--- config.mk ---
export PLATFORM = sky130hd
export DESIGN_NAME = axi_s2mm
export DESIGN_NICKNAME = d
export VERILOG_FILES = /design/src/rtl/axi_dma_pkg.sv /design/src/rtl/axi_s2mm_burst_calc.sv /design/src/rtl/axi_s2mm.sv
export SDC_FILE = /design/constraint.sdc
export NUM_CORES = 1
export LEC_CHECK = 0
export CORE_ASPECT_RATIO = 2
export CORE_UTILIZATION = 48
export DETAILED_ROUTE_END_ITERATION = 16
export PLACE_DENSITY = 0.95
export SLEW_MARGIN = 20
export SYNTH_ARGS = -nofsm -noshare
export SYNTH_HDL_FRONTEND = slang
export SYNTH_SLANG_ARGS = --single-unit
--- constraint.sdc ---
create_clock -name clk -period 10.1 [get_ports clk]
set_input_delay 2.525 -clock clk [delete_from_list [all_inputs] [get_ports clk]]
set_output_delay 2.525 -clock clk [all_outputs]
set_load 0.02 [all_outputs]
--- src/rtl/axi_dma_pkg.sv ---
// axi_dma_pkg: definitions shared by the DMA movers.
//   - FSM state encodings for the s2mm writer
//   - status byte bit positions
//   - AXI 4 KiB burst boundary
//   - log2 helper used to derive AxSIZE from the bus width in bytes
package axi_dma_pkg;

  typedef logic [2:0] state_t;

  localparam state_t ST_IDLE   = 3'd0;
  localparam state_t ST_ADDR   = 3'd1;
  localparam state_t ST_DATA   = 3'd2;
  localparam state_t ST_RESP   = 3'd3;
  localparam state_t ST_STATUS = 3'd4;

  localparam int STAT_OK_BIT    = 0;  // every BRESP was OKAY
  localparam int STAT_TLAST_BIT = 1;  // tlast did not line up with the byte count

  localparam int BOUNDARY_4K = 4096;  // an AXI burst may not cross this

  // log2 of a power-of-two byte count, sized for an AxSIZE field.
  function automatic logic [2:0] size_log2(input int bytes);
    logic [2:0] r;
    r = '0;
    for (int i = 0; i < 8; i++) begin
      if ((1 << i) == bytes) r = 3'(i);
    end
    return r;
  endfunction

endpackage

--- src/rtl/axi_s2mm_burst_calc.sv ---
// axi_s2mm_burst_calc: length in beats of the next write burst.
//   addr_lo      in  12  low bits of the (BYTES-aligned) burst start address
//   beats_left   in  16  beats still to be written for this transfer
//   burst_beats  out 9   min(beats_left, C_AXI_MAX_BURST+1, beats to next 4 KiB line)
module axi_s2mm_burst_calc
  import axi_dma_pkg::*;
#(
  parameter int C_AXI_WIDTH     = 64,
  parameter int C_AXI_MAX_BURST = 255
) (
  input  logic [11:0] addr_lo,
  input  logic [15:0] beats_left,
  output logic [8:0]  burst_beats
);

  localparam int BYTES = C_AXI_WIDTH / 8;
  localparam int LG    = int'(size_log2(BYTES));
  localparam logic [16:0] MAX_BEATS = 17'(C_AXI_MAX_BURST + 1);

  logic [12:0] bytes_to_4k;
  logic [16:0] beats_to_4k;
  logic [16:0] lim;

  // NOTE: every variable written in this block gets a value before any
  // conditional update, so no path leaves it holding state (no latch).
  always_comb begin
    bytes_to_4k = 13'(BOUNDARY_4K) - {1'b0, addr_lo};
    beats_to_4k = 17'(bytes_to_4k >> LG);
    lim         = {1'b0, beats_left};
    if (MAX_BEATS < lim)   lim = MAX_BEATS;
    if (beats_to_4k < lim) lim = beats_to_4k;
    burst_beats = lim[8:0];
  end

endmodule

--- src/rtl/axi_s2mm.sv ---
// axi_s2mm: stream-to-memory-mapped writer.
// Takes a command (start address + byte count), drains that many bytes from
// s_axis and writes them with AXI4 INCR bursts, then emits one status byte.
//   s_axis_ctl_*  command in: [ADDR-1:0] start address, [ADDR+15:ADDR] bytes
//   m_axis_st_*   status out: bit0 all BRESP OKAY, bit1 tlast mismatch
//   s_axis_*      write data in (passed straight through to W)
//   m_axi_aw*     write address channel
//   m_axi_w*      write data channel
//   m_axi_b*      write response channel
module axi_s2mm
  import axi_dma_pkg::*;
#(
  parameter int C_AXI_WIDTH      = 64,
  parameter int C_AXI_ADDR_WIDTH = 64,
  parameter int C_AXI_MAX_BURST  = 255
) (
  input  logic                          clk,
  input  logic                          rst_n,
  input  logic [C_AXI_ADDR_WIDTH+15:0]  s_axis_ctl_tdata,
  input  logic                          s_axis_ctl_tvalid,
  output logic                          s_axis_ctl_tready,
  output logic [7:0]                    m_axis_st_tdata,
  output logic                          m_axis_st_tvalid,
  input  logic                          m_axis_st_tready,
  input  logic [C_AXI_WIDTH-1:0]        s_axis_tdata,
  input  logic                          s_axis_tlast,
  input  logic                          s_axis_tvalid,
  output logic                          s_axis_tready,
  output logic [C_AXI_ADDR_WIDTH-1:0]   m_axi_awaddr,
  output logic [7:0]                    m_axi_awlen,
  output logic [2:0]                    m_axi_awsize,
  output logic                          m_axi_awvalid,
  input  logic                          m_axi_awready,
  output logic [C_AXI_WIDTH-1:0]        m_axi_wdata,
  output logic [C_AXI_WIDTH/8-1:0]      m_axi_wstrb,
  output logic                          m_axi_wlast,
  output logic                          m_axi_wvalid,
  input  logic                          m_axi_wready,
  input  logic [1:0]                    m_axi_bresp,
  input  logic                          m_axi_bvalid,
  output logic                          m_axi_bready
);

  localparam int BYTES = C_AXI_WIDTH / 8;
  localparam int LG    = int'(size_log2(BYTES));
  localparam int AW    = C_AXI_ADDR_WIDTH;

  state_t           state;
  logic [AW-1:0]    addr_q;
  logic [15:0]      beats_left;
  logic [BYTES-1:0] last_strb;
  logic [8:0]       beat_cnt;
  logic [8:0]       outstanding;
  logic             resp_ok;
  logic             tlast_err;
  logic             bus_up;      // low in reset, high from the first edge after it

  logic [8:0]       burst_beats;
  logic [AW-1:0]    cmd_addr;
  logic [15:0]      cmd_count;
  logic [15:0]      cmd_beats;
  logic [LG-1:0]    cmd_rem;
  logic [BYTES-1:0] cmd_strb;
  logic [7:0]       st_bits;
  logic             ctl_hs, aw_hs, w_hs, wlast_hs, b_hs;
  logic             last_burst, final_beat;

  // addr_q and beats_left only move on a wlast handshake, so the burst length
  // stays stable from AW issue through the whole W burst.
  axi_s2mm_burst_calc #(
    .C_AXI_WIDTH     (C_AXI_WIDTH),
    .C_AXI_MAX_BURST (C_AXI_MAX_BURST)
  ) u_burst_calc (
    .addr_lo     (addr_q[11:0]),
    .beats_left  (beats_left),
    .burst_beats (burst_beats)
  );

  // Command decode: beat count rounded up, strobe mask for the tail beat.
  always_comb begin
    cmd_addr  = s_axis_ctl_tdata[AW-1:0];
    cmd_count = s_axis_ctl_tdata[AW+15:AW];
    cmd_beats = 16'((17'(cmd_count) + 17'(BYTES - 1)) >> LG);
    cmd_rem   = cmd_count[LG-1:0];
    cmd_strb  = '0;
    for (int i = 0; i < BYTES; i++) begin
      cmd_strb[i] = (cmd_rem == '0) || (i < int'(cmd_rem));
    end
  end

  assign last_burst = ({7'd0, burst_beats} == beats_left);

  assign s_axis_ctl_tready = bus_up && (state == ST_IDLE);
  assign m_axi_bready      = bus_up;

  assign m_axi_awvalid = (state == ST_ADDR);
  assign m_axi_awaddr  = addr_q;
  assign m_axi_awlen   = (state == ST_ADDR) ? 8'(burst_beats - 9'd1) : 8'd0;
  assign m_axi_awsize  = 3'(LG);

  // W channel is a combinational pass-through of the stream.
  assign m_axi_wlast   = (state == ST_DATA) && (beat_cnt == burst_beats - 9'd1);
  assign final_beat    = m_axi_wlast && last_burst;
  assign m_axi_wvalid  = (state == ST_DATA) && s_axis_tvalid;
  assign s_axis_tready = (state == ST_DATA) && m_axi_wready;
  assign m_axi_wdata   = s_axis_tdata;
  assign m_axi_wstrb   = final_beat ? last_strb : '1;

  always_comb begin
    st_bits                 = '0;
    st_bits[STAT_OK_BIT]    = resp_ok;
    st_bits[STAT_TLAST_BIT] = tlast_err;
  end

  assign m_axis_st_tvalid = (state == ST_STATUS);
  assign m_axis_st_tdata  = (state == ST_STATUS) ? st_bits : 8'd0;

  assign ctl_hs   = s_axis_ctl_tvalid && s_axis_ctl_tready;
  assign aw_hs    = m_axi_awvalid && m_axi_awready;
  assign w_hs     = m_axi_wvalid && m_axi_wready;
  assign wlast_hs = w_hs && m_axi_wlast;
  assign b_hs     = m_axi_bvalid && m_axi_bready;

  // NOTE: state registers use non-blocking assignments so every flop samples
  // the pre-edge values, independent of statement order.
  always_ff @(posedge clk or negedge rst_n) begin
    if (!rst_n) begin
      state       <= ST_IDLE;
      addr_q      <= '0;
      beats_left  <= '0;
      last_strb   <= '0;
      beat_cnt    <= '0;
      outstanding <= '0;
      resp_ok     <= 1'b0;
      tlast_err   <= 1'b0;
      bus_up      <= 1'b0;
    end else begin
      bus_up <= 1'b1;

      case (state)
        ST_IDLE: begin
          if (ctl_hs) begin
            addr_q     <= cmd_addr;
            beats_left <= cmd_beats;
            last_strb  <= cmd_strb;
            beat_cnt   <= '0;
            resp_ok    <= 1'b1;
            tlast_err  <= 1'b0;
            state      <= (cmd_count == 16'd0) ? ST_STATUS : ST_ADDR;
          end
        end
        ST_ADDR: begin
          if (aw_hs) state <= ST_DATA;
        end
        ST_DATA: begin
          if (w_hs) begin
            // The byte count governs length; tlast is only cross-checked.
            if (s_axis_tlast != final_beat) tlast_err <= 1'b1;
            if (m_axi_wlast) begin
              addr_q     <= addr_q + (AW'(burst_beats) << LG);
              beats_left <= beats_left - {7'd0, burst_beats};
              beat_cnt   <= '0;
              state      <= last_burst ? ST_RESP : ST_ADDR;
            end else begin
              beat_cnt <= beat_cnt + 9'd1;
            end
          end
        end
        ST_RESP: begin
          if (outstanding == 9'd0) state <= ST_STATUS;
        end
        ST_STATUS: begin
          if (m_axis_st_tready) state <= ST_IDLE;
        end
        default: state <= ST_IDLE;
      endcase

      if (b_hs && (m_axi_bresp != 2'b00)) resp_ok <= 1'b0;

      // A burst closing and a response arriving in one cycle cancel out.
      case ({wlast_hs, b_hs})
        2'b10:   outstanding <= outstanding + 9'd1;
        2'b01:   outstanding <= outstanding - 9'd1;
        default: outstanding <= outstanding;
      endcase
    end
  end

endmodule

==> flow_summary.toml <==
[critical_path]
start_kind = "register"
crit_start = "m_axi_awaddr[2]"
path_depth = 22
cp_slowest_stage_delay_ns = 0.58
required_ns = 7.58
r2r_cells = 31
slowest_stage = "or3_1"
path_class = "register to primary output"
worstReg2RegStart = "m_axi_awaddr[2]"
cp_cell_sequence = "or3_1 > or3_1 > xor2_1 > ha_1 > nand4_1 > a21oi_2 > a211o_1 > nand2_1 > nand2_1 > o21a_1 > ha_1 > or3b_2 > or3_1 > a32o_1 > nor3_2 > o21ai_0 > a2111oi_4 > nand4_4 > nor4_4 > buf_4 > nand2b_1 > clkdlybuf4s50_1"
critPathTopFamily = "simple AND/OR/NAND/NOR gates"
crit_end = "m_axi_wstrb[3]"
r2r-end = "outstanding[8]"
critical_path.max_fanout = 9
critPathBufInv = 2
worst_path_most_repeated_cell = "or3_1"
crit_path_end_kind = "primary output"
critical_path_arrival_ns = 7.31
reg2reg_slack_ns = 1.40

[timing]
finalHoldViolations = 0
setup_violations = 0
min_period_over_period = 0.974
fin_crit_ns = 9.83
max_freq_mhz = 102
fin_ws_ns = 0.266
fin_tns_setup_ns = 0
slew_viol_final = 0
fin_worst_skew_ns = 0.0112
maxSlewHeadroom = 0.294
worst_pin_slew_ns = 1.05

[global_route]
grt_start_max_net_pins = 77
grt_pass1_vias = 10400
grt_use_total = 0.362
grt_first_pass_wirelength_mm = 56.8
antenna_found_initial = 1
overflow = 0

[power]
p_total_mw = 4.33
switchingPower_mw = 2.29
max-vdd-ir-drop_v = 0.000266
sw_frac_of_total = 0.529
seqPwrFrac = 0.213
clkPwrFrac = 0.092
power_frac_comb = 0.695
p_per_area_nw_per_um2 = 370
leakagePower_nw = 4.64
intPower_mw = 2.04

[final_layout]
final_nets = 1483
layout-drive-gt1-share = 0.0742
fin_cells = 1556
final_util = 0.585
area_growth_pct = 19.3

[logic_synthesis]
ys.flop_type = "dfrtp_1"
synth_edf_count = 0
yosys-top-cells-area = "dfrtp_1 (29%), buf_4 (6.0%), ha_1 (4.7%)"
ys_seq_elements = 112
synth_top_cell_area_share = 0.285
yosysSeqAreaShare = 0.285
synth_cell_types = 94
synth_area_sq_um = 9820
syn_area_per_cell_sq_um = 8.17
synth_top_area_cell = "dfrtp_1"
yosysWarnings = 0
syn_inst = 1201
synth-async-reset-ratio = 1.00

[floorplanning]
core_area_sq_um = 20000
ios = 317
die_y_microns = 204
die_x_microns = 103
fp-row-count = 73
start_util = 0.491
fp.dieArea_sq_um = 21100

[placement]
portBuffers = 179
place.detailed.hpwl_mm = 26.6
dp_slack_ns = 0.590
place_inst = 1537
gp_congestion = 0.958

[clock_network]
cts_tree = "built"
clk_pin_slew_ns = 0.08
holdBufCountCts = 0
cts_made_buffers = 9
htree_levels = 3
cts_buffer_depth = 2
clkLatencyLatePin_ns = 0.37
cts-root-buf = "clkbuf_16"
clock_sinks = 112

[hold_path]
min_path_type = "register to register"

[job]
max-cap-violations = 0

[route]
vias = 10300
drc = 0
wl_mm = 36.3
drt-vias-per-instance = 6.64
wl_per_cell_microns = 23.3
ant_nets = 0
first_pass_iters = 6
drt_first_iter_violations = 1003

[status]
status = "finished clean"
[cell type report]
| type | instances | area, sq um |
|---|---|---|
| Fill cell | 1701 | 8300 |
| Multi-Input combinational cell | 915 | 6090 |
| Sequential cell | 112 | 2800 |
| Timing Repair Buffer | 204 | 1990 |
| Tap cell | 262 | 328 |
| Clock buffer | 12 | 267 |
| Inverter | 46 | 173 |
| Clock inverter | 4 | 58.8 |
| Antenna cell | 1 | 2.50 |
[metal layers]
metal / GRT usage / vias up / routed length, microns
li1: - / 4535 / -
met1: 0.366 / 4907 / 11500
met2: 0.607 / 622 / 18500
met3: 0.0759 / 263 / 2650
met4: 0.326 / 0 / 3680
met5: 0 / - / 0
[worst min-delay path by stage]
stage	cells after the start	startpoint	end
after floorplan	1	last_strb[0]	last_strb[0]
after global placement	1	last_strb[0]	last_strb[0]
after detailed placement	1	last_strb[0]	last_strb[0]
after CTS	1	last_strb[0]	last_strb[0]
after global routing	1	last_strb[0]	last_strb[0]
final	1	last_strb[0]	last_strb[0]
[power groups by stage]
stage	logic (mW)	clock network, mW	registers [mW]
4_1_cts	2.94	0.400	0.909
3_3_place_gp	2.86	0	0.903
6_report	3.01	0.401	0.921
2_1_floorplan	1.89	0	0.979
3_5_place_dp	2.92	0	0.915
5_1_grt	3.25	0.417	0.947
[worst register-to-register path: cells and delay by family (launching register included)]
family	cells	cell delay (ns)
adder cells (fa/ha/maj)	4	1.34
buffers and inverters	1	0.10
AND/OR/NAND/NOR	11	3.29
XOR/XNOR	3	0.51
flip-flops	1	0.45
AO/OA/AOI/OAI	12	2.90
[sequential cells by signal, indices dropped and copies added, names as in the netlist]
name and flops:
outstanding 9, resp_ok 1, last_strb 8, m_axi_bready 1, beats_left 16, m_axi_awaddr 64
state 3, tlast_err 1, beat_cnt 9
[cells in the mapped netlist (all sizes together) (16+ instances only)]
master / count
nand2: 113
dfrtp: 112
buf: 94
nor2: 93
o21ai: 64
a21oi: 55
nand3: 50
inv: 46
clkbuf: 43
ha: 37
and3: 35
nor3: 34
nand4: 32
xnor2: 29
a211oi: 21
or3: 21
and2: 20
nor4: 19
xor2: 18
nand2b: 16
[cells in the final DEF (no fill, tap or decap), types with 13 or more instances in the layout]
| cell | count |
|---|---|
| nand3_1 | 49 |
| ha_1 | 37 |
| buf_4 | 25 |
| o21a_1 | 14 |
| xor2_1 | 18 |
| nor2_1 | 90 |
| nor3_1 | 31 |
| a211oi_1 | 19 |
| a21oi_1 | 53 |
| o211ai_1 | 15 |
| nand2_1 | 112 |
| inv_1 | 45 |
| clkdlybuf4s50_1 | 178 |
| a31oi_1 | 13 |
| nand4_1 | 31 |
| or3_1 | 21 |
| a311oi_1 | 14 |
| nand2b_1 | 16 |
| dfrtp_1 | 112 |
| a32o_1 | 13 |
| and2_1 | 18 |
| and3_1 | 34 |
| xnor2_1 | 29 |
| o21ai_0 | 62 |
| a21o_1 | 14 |
[per-stage QoR]
step | hold slack (ns) | instance area, sq um
finish | 0.479 | 11700
detailed placement | 0.463 | 11300
global route | 0.505 | 11700
CTS | 0.477 | 11700
global placement | 0.450 | 11300
floorplan | 0.430 | 9850
[logic make-up after synthesis]
logic type      count (synthesis)  synth area share
mux                            14            0.0153
other cells                     2          0.000765
compound gates                319             0.235
flops                         112             0.285
fa+ha+maj                      40            0.0533
xor+xnor                       48            0.0442
buf+inv                       183             0.102
simple gates                  483             0.264
[what timing repair did]
item / CTS / global route
buffers inserted: 0 / 1
resized for setup: 0 / 4
setup endpoints to repair: 0 / 9
Power figures use the tool's default switching activity.
